**config.mk**
```make
export PLATFORM = sky130hd
export DESIGN_NAME = osd_link_tx
export DESIGN_NICKNAME = d
export VERILOG_FILES = /design/src/rtl/osd_link_tx.sv
export SDC_FILE = /design/constraint.sdc
export NUM_CORES = 1
export LEC_CHECK = 0
export ABC_CLOCK_PERIOD_IN_PS = 4059
export BUFFER_PORTS_ARGS = -buffer_cell sky130_fd_sc_hd__buf_4
export CORE_ASPECT_RATIO = 1.1
export CORE_UTILIZATION = 50
export DETAILED_ROUTE_END_ITERATION = 10
export PLACE_DENSITY = 0.77
export SLEW_MARGIN = 20
export SYNTH_ARGS = -nofsm -noshare
export SYNTH_HDL_FRONTEND = slang
export SYNTH_SLANG_ARGS = --single-unit
```
**constraint.sdc**
```tcl
create_clock -name clk_sys -period 4.06 [get_ports clk_sys]
set_input_delay 0.609 -clock clk_sys [delete_from_list [all_inputs] [get_ports clk_sys]]
set_output_delay 0.609 -clock clk_sys [all_outputs]
set_load 0.03 [all_outputs]
```
**src/rtl/osd_link_tx.sv**
```systemverilog
`timescale 1ns/1ps
// Strobed word transmitter for the OSD link: sends a command word followed by
// cmd_len payload words fetched from a synchronous-read RAM, framed by io_osd.
module osd_link_tx #(
  parameter int STB_HI   = 2,
  parameter int STB_LO   = 3,
  parameter int IDLE_GAP = 2
) (
  input  logic        clk_sys,
  input  logic        reset,
  input  logic        cmd_valid,
  output logic        cmd_ready,
  input  logic [7:0]  cmd_code,
  input  logic [12:0] cmd_len,
  output logic [12:0] pay_addr,
  input  logic [15:0] pay_data,
  output logic        io_osd,
  output logic        io_strobe,
  output logic [15:0] io_din,
  output logic        busy
);

  typedef enum logic [2:0] {IDLE, SETUP, HI, LO, GAP} state_t;

  localparam logic [3:0] HI_LAST  = 4'(STB_HI - 1);
  localparam logic [3:0] LO_LAST  = 4'(STB_LO - 1);
  localparam logic [3:0] GAP_LAST = 4'(IDLE_GAP - 1);

  state_t      r_state;
  logic [3:0]  r_cnt;
  logic [12:0] r_len;
  logic [12:0] r_idx;
  logic        r_fetch;
  logic        r_osd;
  logic        r_strobe;
  logic [15:0] r_din;
  logic [12:0] r_addr;
  logic        r_ready;
  logic        r_busy;
  logic [12:0] w_lenSat;

  assign w_lenSat = (cmd_len > 13'd4096) ? 13'd4096 : cmd_len;

  // r_idx is the next payload index to fetch; r_fetch marks a LO phase that
  // carries a RAM read (address on LO cycle 1, data captured at end of LO cycle 2).
  always_ff @(posedge clk_sys) begin
    if (reset) begin
      r_state  <= IDLE;
      r_cnt    <= '0;
      r_len    <= '0;
      r_idx    <= '0;
      r_fetch  <= 1'b0;
      r_osd    <= 1'b0;
      r_strobe <= 1'b0;
      r_din    <= '0;
      r_addr   <= '0;
      r_ready  <= 1'b1;
      r_busy   <= 1'b0;
    end else begin
      case (r_state)
        IDLE: begin
          if (cmd_valid) begin
            r_state <= SETUP;
            r_ready <= 1'b0;
            r_busy  <= 1'b1;
            r_osd   <= 1'b1;
            r_din   <= {8'h00, cmd_code};
            r_len   <= w_lenSat;
            r_idx   <= '0;
            r_cnt   <= '0;
          end
        end
        SETUP: begin
          r_state  <= HI;
          r_strobe <= 1'b1;
          r_cnt    <= '0;
        end
        HI: begin
          if (r_cnt == HI_LAST) begin
            r_state  <= LO;
            r_strobe <= 1'b0;
            r_cnt    <= '0;
            r_fetch  <= (r_idx < r_len);
            if (r_idx < r_len) r_addr <= r_idx;
          end else begin
            r_cnt <= r_cnt + 4'd1;
          end
        end
        LO: begin
          if (r_cnt == 4'd1 && r_fetch) begin
            r_din <= pay_data;
            r_idx <= r_idx + 13'd1;
          end
          if (r_cnt == LO_LAST) begin
            r_cnt <= '0;
            if (r_fetch) begin
              r_state  <= HI;
              r_strobe <= 1'b1;
            end else begin
              r_state <= GAP;
              r_osd   <= 1'b0;
            end
          end else begin
            r_cnt <= r_cnt + 4'd1;
          end
        end
        GAP: begin
          if (r_cnt == GAP_LAST) begin
            r_state <= IDLE;
            r_ready <= 1'b1;
            r_busy  <= 1'b0;
            r_cnt   <= '0;
          end else begin
            r_cnt <= r_cnt + 4'd1;
          end
        end
        default: r_state <= IDLE;
      endcase
    end
  end

  assign cmd_ready = r_ready;
  assign busy      = r_busy;
  assign io_osd    = r_osd;
  assign io_strobe = r_strobe;
  assign io_din    = r_din;
  assign pay_addr  = r_addr;

endmodule

```
Word-level counts from Yosys, hierarchy flattened
Index checks and enable logic that the tools add are counted.
W data, S select, Z words.

operators by class
  bitwise operators = 0
  magnitude comparators = 2
  shift operators = 0
  add/sub/neg operators = 2
  multiplexer cells = 29
  equality and inequality tests = 13
  multipliers = 0
  reduce and logical (&&, ||, !) cells = 16
  div/mod/pow operators = 0

operator list
  kind                     number
  $mux W13                 3
  $mux W16                 2
  $pmux W16 S2             1
  $pmux W13 S2             1
  $pmux W4 S4              1
  $mux W3                  5
  $pmux W3 S5              1
  $ne A2 B2 Y1 const B     7
  $add A13 B1 Y13 const B  1
  $gt A13 B13 Y1 const B   1
  $lt A13 B13 Y1           1
  $mux W4                  3
  $reduce_and A4 Y1        3
  $reduce_and A3 Y1        3
  $mux W1                  8
  $eq A3 B2 Y1 const B     2
  $pmux W1 S2              3
  $reduce_and A2 Y1        3
  $add A4 B1 Y4 const B    1
  $eq A4 B1 Y1 const B     1
  $eq A4 B2 Y1 const B     1
  $reduce_bool A2 Y1       2
  $reduce_bool A4 Y1       1
  $eq A3 B1 Y1 const B     1
  other kinds (6)          6

word-level totals
  logic and storage cells = 73
  ROM bits = 0
  RAM bits = 0
  bits of input ports = 40
  memories = 0
  latch bits = 0
  bits in registers = 67
  output and inout port bits = 33

Longest topological paths before layout
Gate-level depths: netlist of run 1.

  depth after elaboration = 4
  gate-level depth with buffers = 8
  mapped depth without buffers = 7

Least setup slack after synthesis of run 1
Ideal clock, no wire load.

  path kind = reg2reg
  from = register r_len[12]
  to = register r_addr[10] (netlist: pay_addr[10])
  clock period less this slack = 1.907 ns
  data arrival time = 1.835 ns
  data required time = 3.988 ns
  setup time = 0.072 ns
  buffers on the path = 1
  cell stages (with the launch flop) = 9
  slack = 2.153 ns
  cells stage by stage = dfxtp_1 > inv_1 > ha_1 > a21oi_1 > nand3_1 > a311o_1 > a41oi_4 > buf_6 > mux2i_1

on the way
  cells in the longest elaborated chain, start to end = 2

RTL lines
  item                         RTL line  text
  from (decl)                  31        logic [12:0] r_len;
  from (signal assigned)       68        r_len <= w_lenSat;
  $lt A13 B13 Y1               84        if (r_idx < r_len) r_addr <= r_idx;
  $reduce_and A3 Y1 (no line)  n/a
  to (signal assigned)         84
  to (decl)                    37        logic [12:0] r_addr;

Every way passes these cells.
A chain may end at the register's enable or synchronous reset.

Final worst setup path of run 1
  from = register r_state[2]
  to = register r_idx[9]

on the way
  cells in the longest elaborated chain, start to end = 3
  elaborated cells on any way between the ends = 7
  those cells by class = eq/ne: 3; mux: 1; reduce/logical: 3

RTL lines
  item                                                                 RTL line  text
  from (decl)                                                          29        state_t r_state;
  from (signal assigned)                                               48        r_state <= IDLE;
  from (signal assigned)                                               63        r_state <= SETUP;
  from (signal assigned)                                               74        r_state <= HI;
  $eq A3 B2 Y1 / $logic_not A3 Y1 (equally long branches)              60        case (r_state)
  $ne A2 B2 Y1 (no line) / $reduce_bool A2 Y1 (equally long branches)  n/a
  $reduce_and A3 Y1 (no line)                                          n/a
  to (signal assigned)                                                 92        r_idx <= r_idx + 13'd1;
  to (decl)                                                            32        logic [12:0] r_idx;

Several ways; a longest one is shown, not always the timed one.

==> flow_summary.ini, run 1 <==
[floorplan]
rows = 30
start_util_pct = 52.2
dieArea_sq_mm = 0.00683
chipWidth_um = 78.9
die_y_um = 86.6
io_pins = 73
core-area_sq_mm = 0.00623

[global_route]
antenna_found_initial = 0
grt_max_degree = 60
busiest_layer = met2
gr-usage-met1_pct = 26.6
overflow = 0
first_global_vias = 2730
met2_usage_pct = 39.7
globalRouteMet3Util_pct = 6.32
grtUsageTotal_pct = 23.2
grt_first_pass_wirelength_um = 12300

[worst_setup_path]
start_kind = flop
path_max_fanout = 30
crit_path_end_kind = flop
r2r_start = r_state[2]$_SDFFE_PP0P_
cp_cell_sequence = and3b_1 > a31o_2 > and4_1 > xnor2_1 > nor2_1
crit_buf_inv = 0
worst-setup-path-type = flop to flop
reg2regPathDepth = 5
r2r_setup_slack_ns = 1.52
rr_endpoint = r_idx[9]$_SDFFE_PP0P_
worstPathRequired_ns = 4.29
cp_top_family = simple AND/OR/NAND/NOR gates
cp.arrival_ns = 2.76
cp_slowest_cell = and3b_1
slowest_delay_ns = 0.76

[yosys]
ys_types = 50
yosysWarnings = 0
synth_top_cell_by_area = dfxtp_1
ys_top_cells_by_area = dfxtp_1 (41%), nand2_1 (5.7%), nand2b_1 (5.6%)
synth_area_sq_mm = 0.00325
syn_inst = 380
synth_seq_cells = 67
ys_seq_area_share_pct = 41.3
syn_avg_cell_area_sq_um = 8.55
synth_edf_count = 0
syn-num-nets = 433
synth_top_area_share_pct = 41.3
synthArstFlopShare_pct = 0
synth_ff_type = dfxtp_1

[cells_and_area]
nNetsFinal = 493
area_growth_pct = 23.1
antennaDiodeCount = 0
n_fill_cell = 545
utilization_pct = 64.2
drive_above_1_share_pct = 22.2
finalNonFillerCells = 525

[drt]
ant_nets = 0
viasPerCell = 5.48
drt_first_pass_iters = 4
drt_wl_total_um = 7360
vias = 2879
drt-initial-drc-count = 143
wl_per_cell_um = 14.0
drc = 0

[placed_design]
port_buffers = 72
finalWeightedCongestion = 0.803
dpl.hpwl_um = 5090
dp_cells = 509
place_ws_ns = 1.55

[hold_path]
min_path_cells = 2
min_from = io_din[15]$_SDFFE_PP0P_
hold_path.class = flop to flop
min_to = io_din[15]$_SDFFE_PP0P_

[sta]
setup_viol = 0
rsz0062_at_grt = false
hold_viol = 0
fin_crit_sh_pct = 62.5
drv_slew = 0
max_freq_ghz = 0.394
fin_worst_skew_ns = 0.00465
relSlewSlack_pct = 52.7
tns_ns = 0
layout_setup_ws_ns = 1.52
tightest_slew_ns = 0.706
fin_crit_ns = 2.54

[clock_network]
cts_setup_buffers = 0
clock_latency_ns = 0.35
root_buffer = clkbuf_8
cts_made_buffers = 9
clkSinkCount = 67
cts_hold_buf = 0
tritoncts = done
ctsResizeCount = 0
h-tree-depth = 3
clk_pin_slew_ns = 0.07
cts_buffer_depth = 2

[power_and_ir_drop]
leakage_nw = 1.55
power_density_mw_per_mm2 = 509
power_mw = 2.04
ir_worst_vdd_v = 0.000298

[outcome]
status = finished clean

[run]
cap_violations = 0
## synth_stat cells (all sizes together), types with 2 or more instances
master	count
ha	13
nand3	14
o32a	2
nand2	49
xnor2	6
a21boi	2
a2bb2oi	2
o21ai	17
nor4b	4
nand2b	29
buf	13
dfxtp	67
clkbuf	11
nand4	3
and3	3
mux2i	14
a311oi	13
inv	15
a211oi	2
a21oi	27
nor3	9
nor4	3
or2	2
nor2	31
a31oi	4
xor2	3
and4	2
nor3b	2
nor2b	2
## report_power, final
group          internal (mW)  total (mW)  leakage (nW)  switching (mW)
Sequential             0.732       0.803         0.544          0.0714
Clock                  0.344       0.602         0.103           0.258
Combinational          0.246       0.634         0.903           0.387
Total                   1.32        2.04          1.55           0.717
## state kept, by name, indices dropped and copies added (netlist names)
| name | cells |
|---|---|
| io_din | 16 |
| pay_addr | 13 |
| r_idx | 13 |
| r_len | 13 |
| r_cnt | 4 |
| r_state | 3 |
| busy | 1 |
| cmd_ready | 1 |
| io_osd | 1 |
| io_strobe | 1 |
| r_fetch | 1 |
## worst max path at each step
stage                                  from                         to  slack [ns]  cells past startpoint
floorplan            r_len[12]$_SDFFE_PP0P_  pay_addr[10]$_SDFFE_PP0P_        2.15                      8
global placement                 cmd_len[7]      r_len[0]$_SDFFE_PP0P_        1.48                      6
detailed placement    r_cnt[0]$_SDFFE_PP0P_   pay_addr[9]$_SDFFE_PP0P_        1.55                      5
CTS                   r_cnt[0]$_SDFFE_PP0P_   pay_addr[9]$_SDFFE_PP0P_        1.52                      5
global route        r_state[2]$_SDFFE_PP0P_      r_idx[9]$_SDFFE_PP0P_        1.32                      5
finish              r_state[2]$_SDFFE_PP0P_      r_idx[9]$_SDFFE_PP0P_        1.52                      5
## layout make-up
| class | instances | area, sq um | area share, % |
|---|---|---|---|
| inverters | 15 | 56.3 | 1.41 |
| well taps | 80 | 100 | 2.50 |
| clock inverters | 5 | 77.6 | 1.94 |
| clock buffers | 11 | 131 | 3.28 |
| multi-input cells | 274 | 1750 | 43.7 |
| repair buffers | 73 | 548 | 13.7 |
| flip-flops and latches | 67 | 1340 | 33.5 |
## logic make-up (layout without fill, tap and decap cells)
group	Yosys count	in the layout	share of synthesized area [%]
buffers and inverters	39	104	5.12
XOR/XNOR	9	9	2.43
AO/OA/AOI/OAI	78	78	16.0
AND/OR/NAND/NOR	159	159	25.5
flip-flops	67	67	41.3
multiplexers	15	15	4.66
adder cells (fa/ha/maj)	13	13	5.00
## metrics by stage
stage	cell area [sq um]	hold slack (ns)
floorplan	3250	0.445
global placement	3790	0.439
detailed placement	3790	0.443
CTS	4000	0.458
global route	4000	0.447
finish	4000	0.457
## cells in the final DEF, fill, tap and decap left out, types with 3 or more instances in the layout
cell type,n
nor3_1,9
dfxtp_1,67
nand2_1,49
mux2i_1,14
o21ai_0,16
inv_1,15
nor4_1,3
a311oi_1,13
xnor2_1,6
and3_1,3
a21oi_1,27
buf_4,73
nand2b_1,29
nor2_1,31
nand4_1,3
nand3_1,14
clkbuf_8,9
xor2_1,3
ha_1,13
a31oi_1,4
## layer usage
metal / routed length (um) / vias up / part of all wire [%]
met5: 0 / - / 0
met4: 169 / 0 / 2.3
met2: 3600 / 76 / 49
li1: - / 1446 / -
met3: 367 / 17 / 5.0
met1: 3220 / 1340 / 44
## worst register-to-register path: stages, from the launching register on
cell and delay (ns):
dfxtp_1 0.51, and3b_1 0.76, a31o_2 0.65, and4_1 0.31
xnor2_1 0.14, nor2_1 0.05
Power figures use the tool's default switching activity.
==> run 2: changes to the inputs <==
--- a/config.mk
+++ b/config.mk
@@ -5,12 +5,13 @@
 export SDC_FILE = /design/constraint.sdc
 export NUM_CORES = 1
 export LEC_CHECK = 0
-export ABC_CLOCK_PERIOD_IN_PS = 4059
+export ABC_AREA = 1
+export ABC_CLOCK_PERIOD_IN_PS = 2600
 export BUFFER_PORTS_ARGS = -buffer_cell sky130_fd_sc_hd__buf_4
 export CORE_ASPECT_RATIO = 1.1
 export CORE_UTILIZATION = 50
 export DETAILED_ROUTE_END_ITERATION = 10
-export PLACE_DENSITY = 0.77
+export PLACE_DENSITY = 0.76
 export SLEW_MARGIN = 20
 export SYNTH_ARGS = -nofsm -noshare
 export SYNTH_HDL_FRONTEND = slang
==> constraint.sdc (replaced) <==
create_clock -name clk_sys -period 2.6 [get_ports clk_sys]
set_input_delay 0.39 -clock clk_sys [delete_from_list [all_inputs] [get_ports clk_sys]]
set_output_delay 0.39 -clock clk_sys [all_outputs]
set_load 0.03 [all_outputs]
==> run 2 against run 1 <==
Against the previous run: die area increased by 1.5%; first-iteration DRC count increased by 24%; clock skew increased by 0.0033 ns; flip-flop and latch count unchanged; worst hold slack got worse by 0.18 ns; combinational power increased by 120%; via count increased by 8.8%; register-to-register slack got worse by 0.90 ns; count of clock-buffer cells in the layout decreased by 1; final area increased by 0.25%; sequential power increased by 63%; global-route usage increased by 0.28 points; critical path type unchanged.
==> flow_summary.ini, run 2 <==
[floorplan]
start_util_pct = 52.7
die_y_um = 87.2
chipWidth_um = 79.5
dieArea_sq_mm = 0.00693
rows = 30
core-area_sq_mm = 0.00627
io_pins = 73

[drt]
drt-initial-drc-count = 177
drc = 0
ant_nets = 0
viasPerCell = 5.05
drt_wl_total_um = 7590
drt_first_pass_iters = 4
vias = 3131
wl_per_cell_um = 12.2

[sta]
setup_viol = 0
fin_crit_sh_pct = 76.1
tightest_slew_ns = 0.479
tns_ns = 0
fin_worst_skew_ns = 0.00799
relSlewSlack_pct = 68.0
max_freq_ghz = 0.505
drv_slew = 0
fin_crit_ns = 1.98
layout_setup_ws_ns = 0.622
rsz0062_at_grt = false
hold_viol = 0

[clock_network]
root_buffer = clkbuf_8
clkSinkCount = 67
clock_latency_ns = 0.34
cts_buffer_depth = 2
clk_pin_slew_ns = 0.07
cts_made_buffers = 9
tritoncts = done
h-tree-depth = 3
cts_hold_buf = 0
ctsResizeCount = 0
cts_setup_buffers = 0

[global_route]
grt_first_pass_wirelength_um = 12700
grt_max_degree = 38
antenna_found_initial = 0
first_global_vias = 2887
grtUsageTotal_pct = 23.5
overflow = 0

[yosys]
ys_top_cells_by_area = dfxtp_1 (41%), nand2_1 (12%), inv_1 (6.8%)
yosysMostFrequentCell = nand2_1
syn_avg_cell_area_sq_um = 7.03
ys_seq_area_share_pct = 40.6
syn_inst = 470
ys_types = 27
synth_top_cell_by_area = dfxtp_1
yosysWarnings = 0
synth_top_area_share_pct = 40.6
synth_area_sq_mm = 0.00330
synth_seq_cells = 67
synthArstFlopShare_pct = 0
ys_top_cells_by_count = nand2_1 (109), dfxtp_1 (67), inv_1 (60), nor2_1 (60), o21ai_0 (34)
synth_edf_count = 0
syn-num-nets = 523
synth_ff_type = dfxtp_1

[cells_and_area]
largest_reg_flops = 16
nNetsFinal = 591
finalNonFillerCells = 620
area_growth_pct = 21.5
antennaDiodeCount = 0
n_fill_cell = 585
multiInputGateArea_sq_mm = 0.00162
drive_above_1_share_pct = 19.4
final_common_cell = nand2_1
layout_common_cells = nand2_1 (109), buf_4 (75), dfxtp_1 (67), inv_1 (60), nor2_1 (60)
final-seq-area_sq_mm = 0.00134

[worst_setup_path]
path_max_fanout = 15
crit_path_end = pay_addr[12]$_SDFFE_PP0P_
cp_slowest_cell = nand2_1
crit_path_end_kind = flop
r2r_start = r_len[4]$_SDFFE_PP0P_
worst-setup-path-type = flop to flop
reg2regPathDepth = 11
r2r_setup_slack_ns = 0.62
cp_cell_sequence = inv_1 > ha_1 > nand2_1 > nor2_1 > nand2_1 > nand3_1 > nand2_1 > inv_1 > nor2_4 > nor2_1 > nor2_1
start_kind = flop
slowest_delay_ns = 0.36
rr_endpoint = pay_addr[12]$_SDFFE_PP0P_
crit_start = r_len[4]$_SDFFE_PP0P_
worstPathRequired_ns = 2.88
cp.arrival_ns = 2.26

[power_and_ir_drop]
ir_worst_vdd_v = 0.000549
power_density_mw_per_mm2 = 849
leakage_nw = 1.91

[placed_design]
dpl.hpwl_um = 5580
finalWeightedCongestion = 0.870
dp_cells = 607
port_buffers = 72
place_ws_ns = 0.633

[hold_path]
hold_path.class = input pin to flop

[run]
cap_violations = 0

[outcome]
status = finished clean
[run 2: cell types whose count changed after synthesis, sizes merged, moves of 5 or more]
| cell | previous run | this run |
|---|---|---|
| a311oi | 13 | 0 |
| clkbuf | 11 | 6 |
| inv | 15 | 63 |
| mux2i | 14 | 0 |
| nand2 | 49 | 115 |
| nand2b | 29 | 0 |
| nand3 | 14 | 30 |
| nand4 | 3 | 17 |
| nor2 | 31 | 66 |
| nor3 | 9 | 4 |
| o211a | 0 | 8 |
| o21ai | 17 | 35 |
| xnor2 | 6 | 0 |
[run 2: report_power, final]
part           internal, mW  switching (mW)  total (mW)  leakage [nW]
registers              1.21           0.102        1.31         0.546
clock network         0.353           0.377       0.730        0.0799
logic                 0.463           0.906        1.37          1.28
[run 2: worst max-delay path: cells and delay by family, from the launching register on]
| family | cells | cell delay (ns) |
|---|---|---|
| adder cells (fa/ha/maj) | 1 | 0.30 |
| buffers and inverters | 2 | 0.20 |
| flip-flops | 1 | 0.33 |
| AND/OR/NAND/NOR | 8 | 1.09 |
[run 2: kinds of logic after synthesis]
group | count (synthesis) | share of synthesized area [%]
AO/OA/AOI/OAI | 75 | 12.8
XOR/XNOR | 1 | 0.265
adder cells (fa/ha/maj) | 13 | 4.93
buffers and inverters | 81 | 10.4
flip-flops | 67 | 40.6
AND/OR/NAND/NOR | 233 | 31.0
[run 2: how the worst min path moves through the flow]
stage / start / end / depth (start not counted)
finish: pay_data[10] / io_din[10]$_SDFFE_PP0P_ / 3
global route: pay_data[13] / io_din[13]$_SDFFE_PP0P_ / 3
global placement: r_len[1]$_SDFFE_PP0P_ / r_len[1]$_SDFFE_PP0P_ / 2
CTS: pay_data[10] / io_din[10]$_SDFFE_PP0P_ / 3
floorplan: r_len[1]$_SDFFE_PP0P_ / r_len[1]$_SDFFE_PP0P_ / 2
detailed placement: cmd_ready$_SDFFE_PP1P_ / cmd_ready$_SDFFE_PP1P_ / 2
[run 2: per-layer routing]
metal | GRT usage [%] | up-vias | wire (um)
met5 | 0 | - | 0
met4 | 10.7 | 0 | 102
met3 | 5.86 | 8 | 289
met2 | 38.6 | 71 | 3700
met1 | 28.8 | 1403 | 3500
li1 | - | 1649 | -
[run 2: cell type report]
| type | count | share of cell area [%] |
|---|---|---|
| inverter | 63 | 5.89 |
| timing repair buffer | 75 | 14.0 |
| clock inverter | 3 | 0.437 |
| clock buffer | 10 | 3.43 |
| multi-input combinational | 322 | 40.3 |
| sequential | 67 | 33.4 |
| tap | 80 | 2.49 |
[run 2: per-stage QoR]
step / total power, mW / hold slack, ns / area, sq um / utilization, %
CTS: 3.43 / 0.266 / 4010 / 64.0
global placement: 2.67 / 0.442 / 3860 / 61.5
detailed placement: 2.70 / 0.444 / 3860 / 61.5
floorplan: 2.33 / 0.428 / 3300 / -
finish: 3.41 / 0.275 / 4010 / 64.0
global route: 3.65 / 0.277 / 4010 / 64.0
